**src/rtl/chacha20_pkg.sv**
```systemverilog
// Shared types and constants for the ChaCha20 keystream consumer.
package chacha20_pkg;

  localparam int unsigned WORDS_PER_BLOCK = 16;

  typedef logic [255:0] chacha_key_t;
  typedef logic [95:0]  chacha_nonce_t;
  typedef logic [31:0]  chacha_word_t;

  typedef enum logic [1:0] {
    IDLE,
    REQ,
    WAIT,
    STREAM
  } stream_state_t;

endpackage

```
**src/rtl/chacha20_stream_xor.sv**
```systemverilog
// Stream XOR stage: fetches one 512-bit keystream block at a time from the
// generator and applies it word by word to a valid/ready data stream.
module chacha20_stream_xor #(
  parameter int unsigned WORDS_PER_BLOCK = 16
) (
  input  logic         clk,
  input  logic         reset,
  input  logic         cfg_load,
  input  logic [255:0] key,
  input  logic [95:0]  nonce,
  input  logic [31:0]  counter_init,
  input  logic         in_valid,
  output logic         in_ready,
  input  logic [31:0]  in_data,
  input  logic         in_last,
  output logic         out_valid,
  input  logic         out_ready,
  output logic [31:0]  out_data,
  output logic         out_last,
  output logic         ks_start,
  output logic [255:0] ks_key,
  output logic [95:0]  ks_nonce,
  output logic [31:0]  ks_counter,
  input  logic [511:0] ks_keystream,
  input  logic         ks_done,
  output logic         busy,
  output logic         ctr_err
);

  import chacha20_pkg::*;

  if (WORDS_PER_BLOCK != 16) begin : g_bad_block_size
    $error("chacha20_stream_xor: WORDS_PER_BLOCK must be 16");
  end

  localparam logic [3:0] LAST_IDX = 4'(WORDS_PER_BLOCK - 1);

  stream_state_t state_q;
  logic [3:0]    idx_q;
  chacha_word_t  ctr_q;
  chacha_key_t   key_q;
  chacha_nonce_t nonce_q;
  chacha_word_t  buf_q [WORDS_PER_BLOCK];
  logic          out_valid_q;
  chacha_word_t  out_data_q;
  logic          out_last_q;
  logic          ks_start_q;
  logic          ctr_err_q;
  logic          ks_done_q;

  logic          in_ready_d;
  logic          accept;

  // Single output register: a new word may enter whenever the current one leaves.
  assign in_ready_d = (state_q == STREAM) && (!out_valid_q || out_ready);
  assign accept     = in_ready_d && in_valid;

  always_ff @(posedge clk or negedge reset) begin
    if (!reset) begin
      state_q     <= IDLE;
      idx_q       <= '0;
      ctr_q       <= '0;
      key_q       <= '0;
      nonce_q     <= '0;
      for (int unsigned i = 0; i < WORDS_PER_BLOCK; i++) begin
        buf_q[i] <= '0;
      end
      out_valid_q <= 1'b0;
      out_data_q  <= '0;
      out_last_q  <= 1'b0;
      ks_start_q  <= 1'b0;
      ctr_err_q   <= 1'b0;
      ks_done_q   <= 1'b0;
    end else begin
      ks_done_q  <= ks_done;
      ks_start_q <= 1'b0;

      if (accept) begin
        out_valid_q <= 1'b1;
        out_data_q  <= in_data ^ buf_q[idx_q];
        out_last_q  <= in_last;
      end else if (out_ready) begin
        out_valid_q <= 1'b0;
      end

      // ks_start is raised on every entry into REQ so it is high for exactly that cycle.
      case (state_q)
        IDLE: begin
          if (cfg_load) begin
            key_q      <= key;
            nonce_q    <= nonce;
            ctr_q      <= counter_init;
            ctr_err_q  <= 1'b0;
            idx_q      <= '0;
            ks_start_q <= 1'b1;
            state_q    <= REQ;
          end
        end
        REQ: begin
          state_q <= WAIT;
        end
        WAIT: begin
          if (ks_done && !ks_done_q) begin
            for (int unsigned i = 0; i < WORDS_PER_BLOCK; i++) begin
              buf_q[i] <= ks_keystream[i*32 +: 32];
            end
            state_q <= STREAM;
          end
        end
        STREAM: begin
          if (accept) begin
            idx_q <= idx_q + 4'd1;
            if (in_last) begin
              idx_q   <= '0;
              state_q <= IDLE;
            end else if (idx_q == LAST_IDX) begin
              if (ctr_q == '1) begin
                ctr_err_q <= 1'b1;
                state_q   <= IDLE;
              end else begin
                ctr_q      <= ctr_q + 32'd1;
                ks_start_q <= 1'b1;
                state_q    <= REQ;
              end
            end
          end
        end
        default: state_q <= IDLE;
      endcase
    end
  end

  assign in_ready   = in_ready_d;
  assign out_valid  = out_valid_q;
  assign out_data   = out_data_q;
  assign out_last   = out_last_q;
  assign ks_start   = ks_start_q;
  assign ks_key     = key_q;
  assign ks_nonce   = nonce_q;
  assign ks_counter = ctr_q;
  assign busy       = (state_q != IDLE);
  assign ctr_err    = ctr_err_q;

endmodule

```
**config.mk**
```make
export PLATFORM = sky130hd
export DESIGN_NAME = chacha20_stream_xor
export DESIGN_NICKNAME = d
export VERILOG_FILES = /design/src/rtl/chacha20_pkg.sv /design/src/rtl/chacha20_stream_xor.sv
export SDC_FILE = /design/constraint.sdc
export NUM_CORES = 1
export LEC_CHECK = 0
export ABC_AREA = 1
export CAP_MARGIN = 15
export CORE_AREA = 2 2 530 532
export CTS_CLUSTER_DIAMETER = 30
export DETAILED_ROUTE_END_ITERATION = 12
export DIE_AREA = 0 0 532 534
export PLACE_DENSITY = 0.44
export SYNTH_ARGS = -nofsm -noshare
export SYNTH_HDL_FRONTEND = slang
export SYNTH_SLANG_ARGS = --single-unit
```
**constraint.sdc**
```tcl
create_clock -name clk -period 2.08 [get_ports clk]
set_input_delay 0.416 -clock clk [delete_from_list [all_inputs] [get_ports clk]]
set_output_delay 0.416 -clock clk [all_outputs]
set_load 0.03 [all_outputs]
```
# Yosys cells after proc, flatten, opt, wreduce, memory -nomap -nowiden
# Cells that the tools add are included.
[word_totals]
ff_bits = 939
latchBits = 0
ram_bits = 0
romBits = 0
n_memories = 0
[classes]
add_sub_neg = 2
multipliers = 0
div = 0
order_cmp = 1
eq_ne = 13
n_shift = 0
muxes = 34
bitwise_logic = 2
n_reduce_logical = 16
[op_table]
columns = ["op", "count"]
rows = [
  ["$mux W32", 7],
  ["$bmux W32 S4", 1],
  ["$pmux W32 S2", 1],
  ["$add A32 B1 Y32 const B", 1],
  ["$eq A32 B32 Y1 const B", 1],
  ["$xor A32 B32 Y32", 1],
  ["$mux W1", 13],
  ["$mux W4", 3],
  ["$reduce_and A6 Y1", 2],
  ["$mux W2", 5],
  ["$ne A2 B2 Y1 const B", 5],
  ["$pmux W2 S4", 1],
  ["$pmux W4 S2", 1],
  ["$reduce_bool A2 Y1", 3],
  ["$ge A5 B5 Y1 const B", 1],
  ["$not A4 Y5", 1],
  ["$add A4 B1 Y4 const B", 1],
  ["$eq A2 B2 Y1 const B", 2],
  ["$eq A4 B4 Y1 const B", 1],
  ["$ne A2 B1 Y1 const B", 2],
  ["$pmux W1 S2", 2],
  ["$reduce_and A2 Y1", 2],
  ["$reduce_and A4 Y1", 1],
  ["$logic_and A1 B1 Y1", 3],
  ["6 further kinds", 7],
]

# Longest topological paths before layout
[depth]
word_depth = 6
depth_mapped = 14
mapped_depth_nobuf = 12

# Worst setup path before layout
# No wires, ideal clock.
[synth_path]
kind = "register -> register"
from = "register ctr_q[0] (netlist: ks_counter[0])"
to = "register ctr_q[8] (netlist: ks_counter[8])"
setup_ps = 117
t_arrival_ps = 1837
required_ps = 1963
path_slack_ps = 126
stages_incl_launch_ff = 13
n_path_buf = 2
period_less_slack_ps = 1954
cell_sequence = "dfrtp_1 > ha_1 > nand2_1 > nor2_4 > nand3_4 > nor2_4 > nand4_2 > nand2_2 > inv_2 > buf_6 > buf_6 > nand2_1 > nand2_1"
[synth_between]
elab_chain_cells = 6
[synth_lines]
columns = ["element", "line", "text"]
rows = [
  ["from (decl)", "chacha20_stream_xor.sv:40", "chacha_word_t ctr_q;"],
  ["from (signal assigned)", "chacha20_stream_xor.sv:92", "ctr_q <= counter_init;"],
  ["from (signal assigned)", "chacha20_stream_xor.sv:121", "ctr_q <= ctr_q + 32'd1;"],
  ["$add A32 B1 Y32", "chacha20_stream_xor.sv:121", ""],
  ["$mux W32", "chacha20_stream_xor.sv:117", "if (ctr_q == '1) begin"],
  ["$mux W32", "chacha20_stream_xor.sv:116", "end else if (idx_q == LAST_IDX) begin"],
  ["$mux W32", "chacha20_stream_xor.sv:113", "if (in_last) begin"],
  ["$mux W32", "chacha20_stream_xor.sv:111", "if (accept) begin"],
  ["$pmux W32 S2", "chacha20_stream_xor.sv:87", "case (state_q)"],
]
# Several ways; a longest one is shown, not always the timed one. The select of a mux whose other input is x is not followed.
# A chain may end at the register's enable or synchronous reset.

# Worst setup path after layout
[layout_path]
from = "register idx_q[0]"
to = "register out_data_q[15] (netlist: out_data[15])"
[layout_between]
elab_chain_cells = 5
[layout_lines]
columns = ["element", "line", "text"]
rows = [
  ["from (decl)", "chacha20_stream_xor.sv:39", "logic [3:0] idx_q;"],
  ["from (signal assigned)", "chacha20_stream_xor.sv:112", "idx_q <= idx_q + 4'd1;"],
  ["$not A4 Y5 (implied by the code)", "chacha20_stream_xor.sv:80", "out_data_q <= in_data ^ buf_q[idx_q];"],
  ["$bmux W32 S4", "chacha20_stream_xor.sv:80", ""],
  ["$mux W32 (implied by the code) (2 in series)", "chacha20_stream_xor.sv:80", ""],
  ["$xor A32 B32 Y32", "chacha20_stream_xor.sv:80", ""],
  ["to (signal assigned)", "chacha20_stream_xor.sv:80", ""],
  ["to (decl)", "chacha20_stream_xor.sv:45", "chacha_word_t out_data_q;"],
]
# Every way passes these cells. The select of a mux whose other input is x is not followed.

==> impl_metrics.prom <==
# TYPE chip_impl_metric gauge
chip_impl_metric{name="highest_clock_rate",unit="MHz"} 438
chip_impl_metric{name="synth_seq_cells",unit=""} 939
chip_impl_metric{name="synth.cell_area",unit="µm²"} 41600
chip_impl_metric{name="route.antenna.remaining_nets",unit=""} 0
chip_impl_metric{name="maximum_net_fanout_on_the_critical_path",unit=""} 10
chip_impl_metric{name="syn_area_per_cell",unit="µm²"} 10.4
chip_impl_metric{name="skew",unit="ns"} 0.0367
chip_impl_metric{name="clock_latency",unit="ns"} 0.85
chip_impl_metric{name="start_util",unit="%"} 14.9
chip_impl_metric{name="power_density_over_cell_area",unit="nW/µm²"} 1710
chip_impl_metric{name="met2WireLength",unit="µm"} 106000
chip_impl_metric{name="layout_worst_path_cycle_share",unit="%"} 110
chip_impl_metric{name="routedLengthMet1",unit="µm"} 118000
chip_impl_info{name="failing_checks",value="negative setup slack"} 1
chip_impl_metric{name="area_growth",unit="%"} 78.3
chip_impl_metric{name="remaining_drc_errors",unit=""} 0
chip_impl_metric{name="maximum_number_of_pins_on_one_net_before_global_route_repair",unit=""} 102
chip_impl_metric{name="gr-usage-all-layers",unit="%"} 17.3
chip_impl_info{name="synth_most_common_cell",value="sky130_fd_sc_hd__nand2_1"} 1
chip_impl_metric{name="worst_setup_hold_path_clk_slew",unit="ns"} 0.04
chip_impl_metric{name="fin_cells",unit=""} 9802
chip_impl_metric{name="leakagePower",unit="nW"} 32.5
chip_impl_metric{name="relSlewSlack",unit="%"} 56.1
chip_impl_metric{name="gp_congestion",unit=""} 0.899
chip_impl_metric{name="netlist.area_leader.share",unit="%"} 56.5
chip_impl_metric{name="synth_fp_nets",unit=""} 4938
chip_impl_info{name="clk_root_buffer_cell",value="sky130_fd_sc_hd__clkbuf_16"} 1
chip_impl_metric{name="grt.overflow.total",unit=""} 0
chip_impl_metric{name="drt_pre_antenna_iters",unit=""} 6
chip_impl_info{name="critical_path.endpoint_type",value="flip-flop"} 1
chip_impl_metric{name="floorplan.die_area",unit="µm²"} 284000
chip_impl_info{name="post-synth-top-area-cell",value="sky130_fd_sc_hd__dfrtp_1"} 1
chip_impl_metric{name="max_cap_violations",unit=""} 0
chip_impl_info{name="worst-setup-path-type",value="flip-flop to flip-flop"} 1
chip_impl_metric{name="post_route_cells_drive_above_1_share",unit="%"} 34.8
chip_impl_metric{name="placementRows",unit=""} 194
chip_impl_metric{name="synth_warnings",unit=""} 0
chip_impl_metric{name="cts_inserted_buffers",unit=""} 308
chip_impl_metric{name="clkSinkCount",unit=""} 939
chip_impl_info{name="tritoncts",value="built"} 1
chip_impl_metric{name="max_rail_drop_vdd",unit="mV"} 0.871
chip_impl_info{name="routed.top_layer",value="met5"} 1
chip_impl_metric{name="drt_iter0_drc",unit=""} 2073
chip_impl_metric{name="holdWs",unit="ns"} 0.0640
chip_impl_metric{name="finalSetupViolCount",unit=""} 30
chip_impl_metric{name="final-max-slew-violation-count",unit=""} 0
chip_impl_metric{name="design.final.nets",unit=""} 6734
chip_impl_metric{name="synthDistinctLibCells",unit=""} 32
chip_impl_metric{name="async_flop_share",unit="%"} 100
chip_impl_metric{name="port_buffers",unit=""} 1356
chip_impl_metric{name="antenna_found_initial",unit=""} 120
chip_impl_info{name="post_synth_most_frequent_cells",value="sky130_fd_sc_hd__nand2_1 (944), sky130_fd_sc_hd__dfrtp_1 (939), sky130_fd_sc_hd__mux2_2 (687), sky130_fd_sc_hd__nor2_1 (290), sky130_fd_sc_hd__nand3_1 (267)"} 1
chip_impl_metric{name="synth-edff-count",unit=""} 0
chip_impl_info{name="holdCritPathClass",value="input pin to asynchronous set/reset pin"} 1
chip_impl_metric{name="placed_cells_incl_taps",unit=""} 9154
chip_impl_metric{name="coreArea",unit="µm²"} 278000
chip_impl_metric{name="totalWireLength",unit="µm"} 256000
chip_impl_metric{name="post-route-worst-setup-slack",unit="ns"} -0.203
chip_impl_metric{name="dp_hpwl",unit="µm"} 206000
chip_impl_info{name="setup.worst_path.start_class",value="flip-flop"} 1
chip_impl_metric{name="io_pins",unit=""} 1357
chip_impl_metric{name="synth-seq-area-share",unit="%"} 56.5
chip_impl_info{name="run_status",value="finished with violations"} 1
chip_impl_metric{name="worstPathRequired",unit="ns"} 2.78
chip_impl_metric{name="wl_per_cell",unit="µm"} 26.1
chip_impl_metric{name="die_width",unit="µm"} 532
chip_impl_metric{name="worst_slew_pin_slew",unit="ns"} 0.659
chip_impl_info{name="grt_setup_unrepaired",value="yes"} 1
chip_impl_info{name="dominantRegCellSynth",value="sky130_fd_sc_hd__dfrtp_1"} 1
chip_impl_metric{name="vias_per_cell",unit=""} 3.84
chip_impl_metric{name="dieHeight",unit="µm"} 534
chip_impl_metric{name="cts_max_path_buffers",unit=""} 4
chip_impl_metric{name="post-layout-total-power",unit="mW"} 126
chip_impl_metric{name="final-hold-violation-count",unit=""} 0
chip_impl_metric{name="grt_first_pass_wirelength",unit="µm"} 339000
chip_impl_metric{name="grt_pass1_vias",unit=""} 39500
chip_impl_metric{name="syn-instance-count",unit=""} 3997
chip_impl_metric{name="final.min_clock_period",unit="ns"} 2.28
chip_impl_metric{name="wl_met3",unit="µm"} 24100
chip_impl_metric{name="vias",unit=""} 37700
chip_impl_metric{name="worstPathArrival",unit="ns"} 2.98
chip_impl_metric{name="htree_num_levels",unit=""} 5
chip_impl_info{name="biggest_area_contributors_in_the_synthesized_netlist",value="sky130_fd_sc_hd__dfrtp_1 (57%), sky130_fd_sc_hd__mux2_2 (19%), sky130_fd_sc_hd__nand2_1 (8.5%)"} 1
## layer usage
layer / vias to the layer above / track usage, %
li1: 17000 / -
met5: - / 0
met3: 449 / 6.24
met4: 26 / 5.25
met2: 1592 / 24.8
met1: 18600 / 23.9
## cell usage in the layout, fill, tap and decap left out, types with 63 or more instances in the layout
| cell type | synthesis | layout |
|---|---|---|
| sky130_fd_sc_hd__a21oi_1 | 228 | 227 |
| sky130_fd_sc_hd__buf_12 | 0 | 99 |
| sky130_fd_sc_hd__buf_2 | 116 | 63 |
| sky130_fd_sc_hd__buf_4 | 1 | 338 |
| sky130_fd_sc_hd__clkbuf_16 | 0 | 320 |
| sky130_fd_sc_hd__clkdlybuf4s15_2 | 0 | 142 |
| sky130_fd_sc_hd__clkdlybuf4s50_1 | 0 | 933 |
| sky130_fd_sc_hd__dfrtp_1 | 939 | 900 |
| sky130_fd_sc_hd__inv_1 | 230 | 221 |
| sky130_fd_sc_hd__mux2_2 | 687 | 687 |
| sky130_fd_sc_hd__nand2_1 | 944 | 894 |
| sky130_fd_sc_hd__nand3_1 | 267 | 208 |
| sky130_fd_sc_hd__nor2_1 | 290 | 265 |
| sky130_fd_sc_hd__o211ai_1 | 89 | 89 |
## worst max-delay path, cell delays in order (launching register included)
cell                       delay (ns)
sky130_fd_sc_hd__dfrtp_4         0.48
sky130_fd_sc_hd__buf_12          0.16
sky130_fd_sc_hd__buf_16          0.17
sky130_fd_sc_hd__buf_8           0.15
sky130_fd_sc_hd__o211ai_1        0.41
sky130_fd_sc_hd__nand3_2         0.35
sky130_fd_sc_hd__nand2_2         0.17
sky130_fd_sc_hd__nand3b_1        0.08
sky130_fd_sc_hd__nand3_1         0.10
sky130_fd_sc_hd__nand2_1         0.06
## through the flow
| step | TNS, ns | util (%) | setup WS [ns] | cell area, µm² |
|---|---|---|---|---|
| finish | -2.16 | 26.6 | -0.203 | 74100 |
| global route | -6.70 | 26.6 | -0.234 | 74100 |
| CTS | -2.89 | 26.3 | -0.230 | 73200 |
| detailed placement | -46.48 | 22.2 | -1.03 | 61900 |
| global placement | -40.84 | 22.2 | -1.01 | 61900 |
| floorplan | 0 | - | 0.126 | 41600 |
## repair_timing
| action | 4_1_cts | 5_1_grt |
|---|---|---|
| pin swaps | 45 | 66 |
| endpoints found under the setup margin | 364 | 428 |
| gates resized for setup | 1111 | 110 |
| hold buffers | 2 | 0 |
| gates cloned | 2 | 10 |
| endpoints found under the hold margin | 338 | 0 |
| setup buffers | 24 | 19 |
## registers in the layout, summed over array words and instances (netlist names)
| name | count |
|---|---|
| buf_q | 512 |
| ks_key | 256 |
| ks_nonce | 96 |
| ks_counter | 32 |
| out_data | 32 |
| idx_q | 4 |
| state_q | 2 |
| ctr_err | 1 |
| ks_done_q | 1 |
| ks_start | 1 |
| out_last | 1 |
| out_valid | 1 |
## worst paths after layout
check / from / end / slack (ns) / cells after the start
max in group asynchronous: reset / buf_q[322]$_DFFE_PN0P_ / 0.89 / 4
min in group clk: ks_keystream[365] / buf_q[141]$_DFFE_PN0P_ / 0.15 / 3
max reg2reg: idx_q[0]$_DFFE_PN0P_ / out_data[15]$_DFFE_PN0P_ / -0.20 / 9
min reg2reg: out_data[29]$_DFFE_PN0P_ / out_data[29]$_DFFE_PN0P_ / 0.48 / 2
max: idx_q[0]$_DFFE_PN0P_ / out_data[15]$_DFFE_PN0P_ / -0.20 / 9
min: reset / ks_nonce[92]$_DFFE_PN0P_ / 0.06 / 2
## area by class of cell
type / instances / area (µm²)
Clock inverter: 125 / 1670
Fill cell: 29400 / 204000
Timing Repair Buffer: 1718 / 17500
Inverter: 235 / 905
Sequential cell: 939 / 23600
Multi-Input combinational cell: 2591 / 16900
Clock buffer: 426 / 8850
Tap cell: 3724 / 4660
Antenna cell: 44 / 110
## power breakdown
group	leakage, nW	internal, mW	switching (mW)
clock	5.15	33.1	13.8
combinational	16.4	18.7	27.3
sequential	11.0	27.7	5.92
## cells by family after synthesis
group / synth area share [%]
compound gates: 4.65
fa+ha+maj: 0.181
buf+inv: 4.61
simple gates: 15.4
flops: 56.5
mux: 18.6
(Power assumes the default switching activity.)
